<file path="src/rtl/regfile_rat_pkg.sv">
// Register alias table types and constants, sized to match the reorder buffer.
package regfile_rat_pkg;
  localparam int ROB_ENTRIES = 8;
  localparam int ROB_TAG_W   = $clog2(ROB_ENTRIES);
  localparam int NUM_REGS    = 32;

  typedef struct packed {
    logic                 busy;
    logic [ROB_TAG_W-1:0] tag;
  } rat_entry_t;

  // A retiring entry owns rd only if it is still the newest recorded producer.
  function automatic logic tag_match(input rat_entry_t e, input logic [ROB_TAG_W-1:0] t);
    return e.busy && (e.tag == t);
  endfunction
endpackage

</file>
<file path="src/rtl/rv32i_types.sv">
// Shared RV32I scalar types used across the core.
package rv32i_types;
  typedef logic [4:0]  rv32i_reg;
  typedef logic [31:0] rv32i_word;
endpackage

</file>
<file path="src/rtl/regfile_read_port.sv">
// One decoder source port: x0 masking, RAT lookup and (with COMMIT_BYPASS_EN) commit forwarding.
// Purely combinational.
module regfile_read_port
  import rv32i_types::*;
  import regfile_rat_pkg::*;
(
  input  rv32i_reg             rs_i,
  input  rat_entry_t           rat_i,
  input  rv32i_word            reg_val_i,
`ifdef COMMIT_BYPASS_EN
  input  logic                 commit_valid_i,
  input  rv32i_reg             commit_rd_i,
  input  logic [ROB_TAG_W-1:0] commit_tag_i,
  input  rv32i_word            commit_val_i,
`endif
  output rv32i_word            val_o,
  output logic                 busy_o,
  output logic [ROB_TAG_W-1:0] tag_o
);

  always_comb begin
    val_o  = reg_val_i;
    busy_o = rat_i.busy;
    tag_o  = rat_i.tag;
`ifdef COMMIT_BYPASS_EN
    // A stale commit still forwards its value; only the owning producer clears busy.
    if (commit_valid_i && (rs_i == commit_rd_i)) begin
      val_o = commit_val_i;
      if (tag_match(rat_i, commit_tag_i)) begin
        busy_o = 1'b0;
      end
    end
`endif
    if (rs_i == '0) begin
      val_o  = '0;
      busy_o = 1'b0;
      tag_o  = '0;
    end
  end

endmodule

</file>
<file path="src/rtl/regfile_rat.sv">
// Architectural register file + register alias table; commit side of the ROB.
// Optional macro COMMIT_BYPASS_EN forwards a same-cycle commit into both read ports.
module regfile_rat
  import rv32i_types::*;
  import regfile_rat_pkg::*;
#(
  parameter int ROB_ENTRIES = regfile_rat_pkg::ROB_ENTRIES,
  parameter int NUM_REGS    = regfile_rat_pkg::NUM_REGS,
  localparam int TAG_W      = $clog2(ROB_ENTRIES)
) (
  input  logic             clk,
  input  logic             rst,
  input  logic             flush,
  input  logic             alloc_valid_i,
  input  logic [4:0]       alloc_rd_i,
  input  logic [TAG_W-1:0] alloc_tag_i,
  input  logic             commit_valid_i,
  input  logic [4:0]       commit_rd_i,
  input  logic [TAG_W-1:0] commit_tag_i,
  input  logic [31:0]      commit_val_i,
  input  logic [4:0]       rs1_i,
  input  logic [4:0]       rs2_i,
  output logic [31:0]      rs1_val_o,
  output logic [31:0]      rs2_val_o,
  output logic             rs1_busy_o,
  output logic             rs2_busy_o,
  output logic [TAG_W-1:0] rs1_tag_o,
  output logic [TAG_W-1:0] rs2_tag_o
);

  rv32i_word  regs_q [NUM_REGS];
  rv32i_word  regs_d [NUM_REGS];
  rat_entry_t rat_q  [NUM_REGS];
  rat_entry_t rat_d  [NUM_REGS];

  always_comb begin
    regs_d = regs_q;
    rat_d  = rat_q;
    if (commit_valid_i && (commit_rd_i != '0)) begin
      regs_d[commit_rd_i] = commit_val_i;
      if (tag_match(rat_q[commit_rd_i], commit_tag_i)) begin
        rat_d[commit_rd_i].busy = 1'b0;
      end
    end
    // Alloc is applied after commit so the newest producer wins on a shared rd.
    if (flush) begin
      for (int i = 0; i < NUM_REGS; i++) begin
        rat_d[i] = '0;
      end
    end else if (alloc_valid_i && (alloc_rd_i != '0)) begin
      rat_d[alloc_rd_i].busy = 1'b1;
      rat_d[alloc_rd_i].tag  = alloc_tag_i;
    end
  end

  always_ff @(posedge clk or posedge rst) begin
    if (rst) begin
      for (int i = 0; i < NUM_REGS; i++) begin
        regs_q[i] <= '0;
        rat_q[i]  <= '0;
      end
    end else begin
      regs_q <= regs_d;
      rat_q  <= rat_d;
    end
  end

`ifdef COMMIT_BYPASS_EN
  logic commit_fwd_vld;
  assign commit_fwd_vld = commit_valid_i & ~rst;
`endif

  regfile_read_port u_rd1 (
    .rs_i           (rs1_i),
    .rat_i          (rat_q[rs1_i]),
    .reg_val_i      (regs_q[rs1_i]),
`ifdef COMMIT_BYPASS_EN
    .commit_valid_i (commit_fwd_vld),
    .commit_rd_i    (commit_rd_i),
    .commit_tag_i   (commit_tag_i),
    .commit_val_i   (commit_val_i),
`endif
    .val_o          (rs1_val_o),
    .busy_o         (rs1_busy_o),
    .tag_o          (rs1_tag_o)
  );

  regfile_read_port u_rd2 (
    .rs_i           (rs2_i),
    .rat_i          (rat_q[rs2_i]),
    .reg_val_i      (regs_q[rs2_i]),
`ifdef COMMIT_BYPASS_EN
    .commit_valid_i (commit_fwd_vld),
    .commit_rd_i    (commit_rd_i),
    .commit_tag_i   (commit_tag_i),
    .commit_val_i   (commit_val_i),
`endif
    .val_o          (rs2_val_o),
    .busy_o         (rs2_busy_o),
    .tag_o          (rs2_tag_o)
  );

endmodule
</file>
<file path="config.mk">
export PLATFORM = sky130hd
export DESIGN_NAME = regfile_rat
export DESIGN_NICKNAME = d
export VERILOG_FILES = /design/src/rtl/regfile_rat_pkg.sv /design/src/rtl/rv32i_types.sv /design/src/rtl/regfile_read_port.sv /design/src/rtl/regfile_rat.sv
export SDC_FILE = /design/constraint.sdc
export NUM_CORES = 2
export LEC_CHECK = 0
export CAP_MARGIN = 25
export CORE_MARGIN = 2
export CORE_UTILIZATION = 40
export CTS_CLUSTER_DIAMETER = 150
export DETAILED_ROUTE_END_ITERATION = 6
export PLACE_DENSITY = 0.61
export SLEW_MARGIN = 20
export SYNTH_ARGS = -nofsm -noshare
export SYNTH_HDL_FRONTEND = slang
export SYNTH_HIERARCHICAL = 1
export SYNTH_SLANG_ARGS = --single-unit
export TNS_END_PERCENT = 100
</file>
<file path="constraint.sdc">
create_clock -name clk -period 79 [get_ports clk]
set_input_delay 23.7 -clock clk [delete_from_list [all_inputs] [get_ports clk]]
set_output_delay 23.7 -clock clk [all_outputs]
set_load 0.05 [all_outputs]
</file>
==> Yosys cells after proc, flatten, opt, wreduce, memory -nomap -nowiden <==
Index checks and enable logic that the tools add are counted.
{ "op_classes": {"addsub": 0, "multipliers": 0, "n_div": 0, "n_lt_le_gt_ge": 6, "n_eq_ne": 1, "shift": 0, "n_mux": 37, "bitwise": 4, "reduce_logical": 9} }
{ "op_table": {"columns": ["operator", "count"], "rows": [
  ["$bwmux 1024", 1],
  ["$mux 128", 4],
  ["$bwmux 128", 3],
  ["$bmux 32 s5", 2],
  ["$mux 32", 7],
  ["$demux 32 s5", 1],
  ["$bmux 4 s5", 3],
  ["$demux 4 s5", 3],
  ["$mux 4", 8],
  ["$ge 6x6->1 const B", 4],
  ["$not 5->6", 4],
  ["$lt 6x1->1 const B", 2],
  ["$logic_not 5->1", 2],
  ["$reduce_bool 5->1", 2],
  ["$mux 3", 3],
  ["$logic_and 1x1->1", 5],
  ["$eq 3x3->1", 1],
  ["$mux 1", 2]
]} }
{ "totals": {"ff_bits": 1152, "latchBits": 0, "ram_bits": 0, "rom_bits": 0, "in_bits": 63, "out_inout_bits": 72, "word_cells": 153, "mem_count": 0} }

==> Logic depth before layout (Yosys ltp) <==
{ "logic_depth": {"depth_word": 12, "ltp_mapped": 10, "depth_no_buf": 6} }

==> Modules after synthesis <==
Netlist, hierarchy kept.
{ "by_module_without_submodules": {"columns": ["mod", "instances", "cells_per_inst", "area_per_inst_um2", "seq_area_each_um2"], "rows": [
  ["regfile_rat", 1, 3925, 62663.8, 28827.6],
  ["regfile_read_port", 2, 44, 351.6, 0.0]
]} }

==> Least setup slack after synthesis <==
No wires, ideal clock.
{ "synth_timing": {"kind": "input-to-output", "startpoint": "input port rs1_i[1]", "endpoint": "output port rs1_val_o[30]", "arrival_ns": 26.330, "required_time_ns": 55.300, "setup_slack_ns": 28.970, "stages": 7, "n_path_buf": 3, "cell_sequence": "buf_2 -> buf_1 -> buf_1 -> mux4_2 -> mux4_2 -> mux2_2 -> a21boi_0"} }
{ "synth_via": {"elab_chain_len": 5, "elab_cells_between_ends": 6, "classes_between": "mux: 4; bitwise: 1; reduce/logical: 1"} }
{ "synth_lines": {"columns": ["item", "line_no", "source"], "rows": [
  ["from (decl)", "regfile_rat.sv:21", "input logic [4:0] rs1_i,"],
  ["$not 5->6 (not written as such)", "regfile_rat.sv:76", ".reg_val_i (regs_q[rs1_i]),"],
  ["$bmux 32 s5", "regfile_rat.sv:76", null],
  ["$mux 32 (not written as such) (2 in series)", "regfile_rat.sv:76", null],
  ["$mux 32 (*)", "regfile_read_port.sv:34", "if (rs_i == '0) begin"],
  ["to (decl)", "regfile_rat.sv:23", "output logic [31:0] rs1_val_o,"]
]} }
Mark *: on every way between the ends. The rest lies on a longest branch, timed or not. The select of a mux whose other input is x is not followed.

==> Worst setup path after layout <==
{ "layout_timing": {"startpoint": "input port rs2_i[0]", "endpoint": "output port rs2_busy_o"} }
{ "layout_via": {"elab_chain_len": 5, "elab_cells_between_ends": 6, "classes_between": "mux: 4; bitwise: 1; reduce/logical: 1"} }
{ "layout_lines": {"columns": ["item", "line_no", "source"], "rows": [
  ["from (decl)", "regfile_rat.sv:22", "input logic [4:0] rs2_i,"],
  ["$not 5->6 (not written as such)", "regfile_rat.sv:90", ".rat_i (rat_q[rs2_i]),"],
  ["$bmux 4 s5", "regfile_rat.sv:90", null],
  ["$mux 4 (not written as such) (2 in series)", "regfile_rat.sv:90", null],
  ["$mux 1 (*)", "regfile_read_port.sv:34", null],
  ["to (decl)", "regfile_rat.sv:26", "output logic rs2_busy_o,"]
]} }
Marks and branches as above.

==> flow_metrics.py <==
metrics = {
    "outcome": {
        "status": "completed",
    },
    "cts": {
        "cts_made_buffers": 130,
        "cts.clk_slew.worst_paths_ns": 0.06,
        "clock_latency_ns": 0.77,
        "cts_sinks": 1152,
        "cts-resized-gates": 0,
        "htree_levels": 4,
        "cts_tree": "yes",
        "cts_buffer_depth": 3,
        "hold_buffers": 0,
        "root_buffer": "clkbuf_16",
        "cts_setup_buffers": 0,
    },
    "job": {
        "maxCapViolCount": 0,
    },
    "logic_synthesis": {
        "synth_edf_count": 0,
        "syn_nets": 4076,
        "yosys.area.top_type": "dfrtp_1",
        "ys_ff_latch": 1152,
        "synth_cells": 4013,
        "syn_area_um2": 63400,
        "avgSynthCellArea_um2": 15.8,
        "synth-main-ff-cell": "dfrtp_1",
        "async_flop_share_pct": 100,
        "ys_top_cells_by_area": "dfrtp_1 45%, mux4_2 26%, mux2_2 18%, mux2i_1 1.7%, clkbuf_1 1.4%",
        "synth_top_area_share_pct": 45.5,
        "synth_cell_type_count": 48,
        "seq_area_frac_synth_pct": 45.5,
        "yosys_warnings": 6,
    },
    "worst_setup_path": {
        "crit_fanout": 105,
        "critical_path_required_ns": 55.30,
        "startpoint_type": "primary input",
        "crit_arrival_ns": 29.32,
        "path_class": "in -> out",
        "crit_path_end_kind": "output pin",
        "cp-startpoint": "rs2_i[0]",
        "r2r_start": "rat_q[47]$_DFF_PP0_",
    },
    "floorplan": {
        "die-area_um2": 162000,
        "num_rows": 146,
        "die_x_um": 402,
        "start_util_pct": 40.1,
        "die_y_um": 402,
        "core_um2": 158000,
        "io_pins": 135,
    },
    "routing": {
        "via_per_inst": 6.29,
        "drt-wirelength-per-cell_um": 31.3,
        "drcViolationCount": 0,
        "first_iter_violations": 3353,
        "wl_um": 190000,
        "drtAntennaViolNets": 0,
        "firstDrtPassIters": 5,
        "vias": 38300,
    },
    "power_and_ir_drop": {
        "p_total_mw": 1.77,
        "vdd_drop_max_v": 0.0000249,
        "leakage_nw": 29.4,
        "p_per_area_nw_per_um2": 24.9,
    },
    "finish": {
        "final_util_pct": 45.0,
        "seqCellArea_um2": 28800,
        "final_cell_area_um2": 71000,
        "syn_to_final_growth_pct": 12.0,
        "fillers": 13800,
        "layout.nets": 3983,
        "drive_above_1_share_pct": 53.5,
        "multi_input_area_um2": 32700,
        "fin_cells": 6090,
    },
    "sta": {
        "period_minus_slack_ns": 53.02,
        "worst_slew_pin_slew_ns": 1.14,
        "relSlewSlack_pct": 24.0,
        "grt_setup_unrepaired": "false",
        "finalSetupViolations": 0,
        "report.final.slew_viol_count": 0,
        "fin_setup_tns_ns": 0,
        "finalHoldViolations": 0,
        "holdWs_ns": 0.394,
        "skew_ns": 0.0165,
        "post-route-period-util_pct": 67.1,
        "fmax_mhz": 18.9,
        "finalWorstSetupSlack_ns": 25.98,
    },
    "place": {
        "post-dp-hpwl_um": 102000,
        "placed_area_um2": 66200,
        "dp_slack_ns": 25.83,
        "dp_cells": 5835,
        "port_buffers": 134,
        "routabilityCongestion": 0.828,
    },
    "worst_hold_path": {
        "worstHoldStart": "regs_q[993]$_DFFE_PP0P_",
        "hold_path.class": "reg -> reg",
    },
    "global_routing": {
        "antenna_found_initial": 5,
        "grt_overflow": 0,
        "grtUsageTotal_pct": 23.6,
        "grt_first_pass_wirelength_um": 280000,
        "grt_start_max_net_pins": 172,
        "grt_pass1_vias": 39600,
    },
}
==> flip-flops by register name (all words and copies together), names as in the netlist <==
signal and cells:
rat_q 128, regs_q 1024
==> per-layer routing <==
metal | vias up | track usage (%) | wire length (µm)
li1 | 15500 | - | -
met1 | 21200 | 32.7 | 82000
met2 | 1262 | 37.5 | 90800
met3 | 319 | 4.92 | 11700
met4 | 8 | 7.25 | 5910
met5 | - | 0 | 46
==> final timing paths <==
| path | endpoint | slack (ns) | cells after the start |
|---|---|---|---|
| worst max-delay path | rs2_busy_o | 25.98 | 9 |
| worst min-delay path | regs_q[993]$_DFFE_PP0P_ | 0.39 | 0 |
| worst max register to register | rat_q[39]$_DFF_PP0_ | 76.39 | 7 |
| worst min register to register | regs_q[993]$_DFFE_PP0P_ | 0.39 | 0 |
| max in group asynchronous | regs_q[131]$_DFFE_PP0P_ | 52.43 | 5 |
| min in group asynchronous | regs_q[663]$_DFFE_PP0P_ | 23.52 | 2 |
==> placed cells by master (no fill, tap or decap), drive strengths merged, types with 14 or more instances in the layout <==
master / Yosys / final
dfrtp: 1152 / 1152
mux2: 1072 / 1072
mux4: 724 / 724
clkbuf: 243 / 186
nor2: 138 / 138
buf: 217 / 118
clkdlybuf4s50: 0 / 117
mux2i: 108 / 108
a21boi: 72 / 72
nand2: 55 / 55
a21oi: 35 / 35
a311oi: 31 / 31
o21ai: 30 / 30
clkinv: 0 / 25
o22ai: 22 / 22
nor3: 22 / 22
nor4: 20 / 20
nand3: 14 / 14
==> cells in the mapped netlist (2+ instances only) <==
cell	n
or2_2	2
nand2_1	55
nand4_1	3
nand3_1	14
a21boi_1	54
a311oi_2	30
nand2b_1	4
inv_1	3
mux4_2	724
a21oi_1	35
o32ai_2	2
mux2_1	53
mux2i_1	108
nand4b_1	4
nor2b_1	10
nor2_1	138
o22ai_1	22
clkbuf_1	243
o21ai_0	30
nor3b_1	6
mux2_2	1019
nor3_2	2
a21boi_0	12
nor4_1	16
buf_1	59
or4bb_1	4
buf_2	135
buf_6	16
buf_4	7
o32ai_1	4
or4b_1	4
and3_1	2
dfrtp_1	1152
nor4_4	3
a21boi_2	6
nor3_1	20
==> cell type report <==
type | count | share of cell area [%]
multi-input combinational | 2398 | 46.1
sequential | 1152 | 40.6
clock buffer | 186 | 5.47
tap | 2072 | 3.65
timing repair buffer | 235 | 3.40
clock inverter | 43 | 0.691
inverter | 3 | 0.0264
antenna | 1 | 0.00353
==> worst max-delay path, stage by stage <==
cell and delay [ns]:
buf_8 0.53, buf_12 0.69, buf_4 0.82, buf_4 0.84
mux4_2 0.61, mux4_2 0.51, mux2_2 0.28, a21boi_0 0.18
clkdlybuf4s50_1 0.80
==> cell families after synthesis <==
family | after synthesis | share of synthesized area, %
AND/OR/NAND/NOR | 295 | 2.29
flip-flops | 1152 | 45.5
multiplexers | 1904 | 46.5
XOR/XNOR | 1 | 0.0138
AO/OA/AOI/OAI | 198 | 2.48
buffers and inverters | 463 | 3.24
==> where the power goes <==
group / internal [mW] / switching, mW
sequential: 0.690 / 0.0683
combinational: 0.222 / 0.163
clock: 0.374 / 0.253
Power figures use the tool's default switching activity.
==> edit (config.mk and constraints unchanged) <==
Add an input register stage for `flush`, `alloc_valid_i`, `alloc_rd_i`, `alloc_tag_i`, `rs1_i` and `rs2_i`, without a reset; this delays them by one clock. The other inputs are not delayed to match.
--- a/src/rtl/regfile_rat.sv
+++ b/src/rtl/regfile_rat.sv
@@ -30,2 +30,18 @@
 
+  logic flush_q;
+  logic alloc_valid_q;
+  logic [4:0] alloc_rd_q;
+  logic [TAG_W-1:0] alloc_tag_q;
+  logic [4:0] rs1_q;
+  logic [4:0] rs2_q;
+
+  always_ff @(posedge clk) begin
+    flush_q       <= flush;
+    alloc_valid_q <= alloc_valid_i;
+    alloc_rd_q    <= alloc_rd_i;
+    alloc_tag_q   <= alloc_tag_i;
+    rs1_q         <= rs1_i;
+    rs2_q         <= rs2_i;
+  end
+
   rv32i_word  regs_q [NUM_REGS];
@@ -45,3 +61,3 @@
     // Alloc is applied after commit so the newest producer wins on a shared rd.
-    if (flush) begin
+    if (flush_q) begin
       for (int i = 0; i < NUM_REGS; i++) begin
@@ -49,5 +65,5 @@
       end
-    end else if (alloc_valid_i && (alloc_rd_i != '0)) begin
-      rat_d[alloc_rd_i].busy = 1'b1;
-      rat_d[alloc_rd_i].tag  = alloc_tag_i;
+    end else if (alloc_valid_q && (alloc_rd_q != '0)) begin
+      rat_d[alloc_rd_q].busy = 1'b1;
+      rat_d[alloc_rd_q].tag  = alloc_tag_q;
     end
@@ -73,5 +89,5 @@
   regfile_read_port u_rd1 (
-    .rs_i           (rs1_i),
-    .rat_i          (rat_q[rs1_i]),
-    .reg_val_i      (regs_q[rs1_i]),
+    .rs_i           (rs1_q),
+    .rat_i          (rat_q[rs1_q]),
+    .reg_val_i      (regs_q[rs1_q]),
 `ifdef COMMIT_BYPASS_EN
@@ -88,5 +104,5 @@
   regfile_read_port u_rd2 (
-    .rs_i           (rs2_i),
-    .rat_i          (rat_q[rs2_i]),
-    .reg_val_i      (regs_q[rs2_i]),
+    .rs_i           (rs2_q),
+    .rat_i          (rat_q[rs2_q]),
+    .reg_val_i      (regs_q[rs2_q]),
 `ifdef COMMIT_BYPASS_EN
Check against the original RTL: not settled (the Yosys comparison gave no result); the edit may change what the design does.
==> edit against the original RTL <==
  * Sequential cell count increased by 20
  * Via count increased by 1.7%
  * Non-clock buffer count up 8
  * Setup slack better by 24 ns
  * Global-route usage increased by 0.40 points
  * Area after synthesis increased by 1.0%
  * Register-to-register slack got worse by 0.22 ns
  * Total power rose by 0.80%
  * Routed wire length is 2.0% higher
  * Sequential share of layout area increased by 0.20 points
  * Sequential power up 2%
  * Maximum frequency up 80%
  * Design area up 1.0%
  * Die area is 1.0% higher
==> edit: results (changes against the original RTL) <==
Parameter                              Value

Logic synthesis
  Top post-synthesis cells by area    dfrtp_1, mux4_2, mux2_2
  Syn nets    4116 (+0.98%)
  Sequential-to-total area share from yosys stat    45.65% (+0.15 points)
  Avg Cell Area, Syn    15.80 um^2 (about the same)
  Share of synthesized registers carrying an async set or reset    98.29% (-1.7 points)
  Leading cell types by count after synthesis    dfrtp_1, mux2_2, mux4_2
  Number of different library cells in the post-synthesis netlist    64 (+33%)

Global routing
  Number of global-route vias before repair    40081 (+1.3%)
  Global-route usage over all layers    24.03% (+0.40 points)
  Antenna violations before repair    16 (+11)

Setup path
  Endpoint of the worst setup timing path    rs2_val_o[30]
  Launch instance of the worst register-to-register path    rat_q[21]
  Arrival time at the worst endpoint    5.71 ns (-23.61 ns)
  Reg-to-reg critical path endpoint    rat_q[63]
  Cell with the biggest individual delay on the critical path    clkdlybuf4s50_1
  Maximum fanout count along the critical path    42 (-60%)
  Timing startpoint of the critical path    rs2_q[0]
  Setup slack on the worst flop-to-flop path    76.17 ns (-0.22 ns)
  Family of cells with the greatest summed delay on the critical path    buffers and inverters

Min path
  Hold Crit Endpoint    regs_q[1006]
  Hold_sp    regs_q[1006]

Pwr
  P_leak    0.02996 uW (+1.9%)
  Max VDD drop    17.83 uV (-29%)
  Fraction of power spent switching nets    27.48% (+0.14 points)

Routing
  Overall via count from detail_route    38931 (+1.7%)
  Total Wirelength    194300 um (+2.0%)
  TritonRoute pass-1 iters    6 (+1)
  Violation count after the first detailed-routing iteration    3646 (+8.7%)
  Average wire length per cell after detail routing    31.61 um (+1.1%)

Placement
  Post-DP HPWL    104900 um (+3.2%)
  Cell total after placement    5882 (+0.81%)
  Global placement routability congestion    0.8047 (-2.9%)

Status
  Status    finished clean

Timing
  Worst Hold Margin    0.3943 ns (+0.0001040 ns)
  Slew HR    22.37% (-1.7 points)
  Post-Route Skew    0.02408 ns (+0.007582 ns)

Clock network
  Count of cells resized by post-cts repair    0 (unchanged)
  Number of buffers created by CTS    132 (+1.5%)
==> edit: changes by cell type after synthesis, sizes merged, moves of 10 or more <==
cell / delta
clkbuf: +11
a311oi: -31
nor4: -14
a41oi: +31
o21bai: +30
o22ai: -10
dfxtp: +20
==> edit: per-stage QoR <==
| stage | util [%] | instance area, um^2 | worst slack, ns |
|---|---|---|---|
| floorplan | - | 64030 | 22.85 |
| global placement | 42.10 | 66830 | 50.24 |
| detailed placement | 42.17 | 66950 | 50.20 |
| CTS | 44.95 | 71360 | 49.35 |
| global route | 45.17 | 71700 | 49.23 |
| finish | 45.17 | 71710 | 49.60 |
==> edit: cells by family after synthesis <==
| group | synth area share, % |
|---|---|
| AOI/OAI and AO/OA | 3.023 |
| xor gates and xnor gates | 0.05668 |
| buffers and inverters | 3.285 |
| DFF | 45.65 |
| muxes | 46.03 |
| and+or+nand+nor | 1.954 |
==> edit: routing by layer <==
metal / up-vias / track usage, % / wire length (um)
li1: 15659 / - / -
met1: 21534 / 35.10 / 85950
met2: 1405 / 36.57 / 89280
met3: 315 / 4.604 / 13320
met4: 18 / 7.004 / 5596
met5: - / 0 / 115
==> edit: cell type report <==
type | instances | area (um^2)
fillers | 13759 | 87040
flip-flops and latches | 1172 | 29270
well taps | 2072 | 2592
clock buffers | 186 | 3874
multi-input cells | 2414 | 32930
repair buffers | 243 | 2471
clock inverters | 50 | 535.5
diodes | 3 | 7.507
inverters | 5 | 26.28
==> edit: power by group through the flow <==
stage / combinational (uW) / clock, uW / sequential (uW)
after floorplan: 305 / 0 / 759
after global placement: 374 / 0 / 779
after detailed placement: 380 / 0 / 784
after CTS: 381 / 642 / 774
after global routing: 403 / 666 / 789
final: 380 / 628 / 776
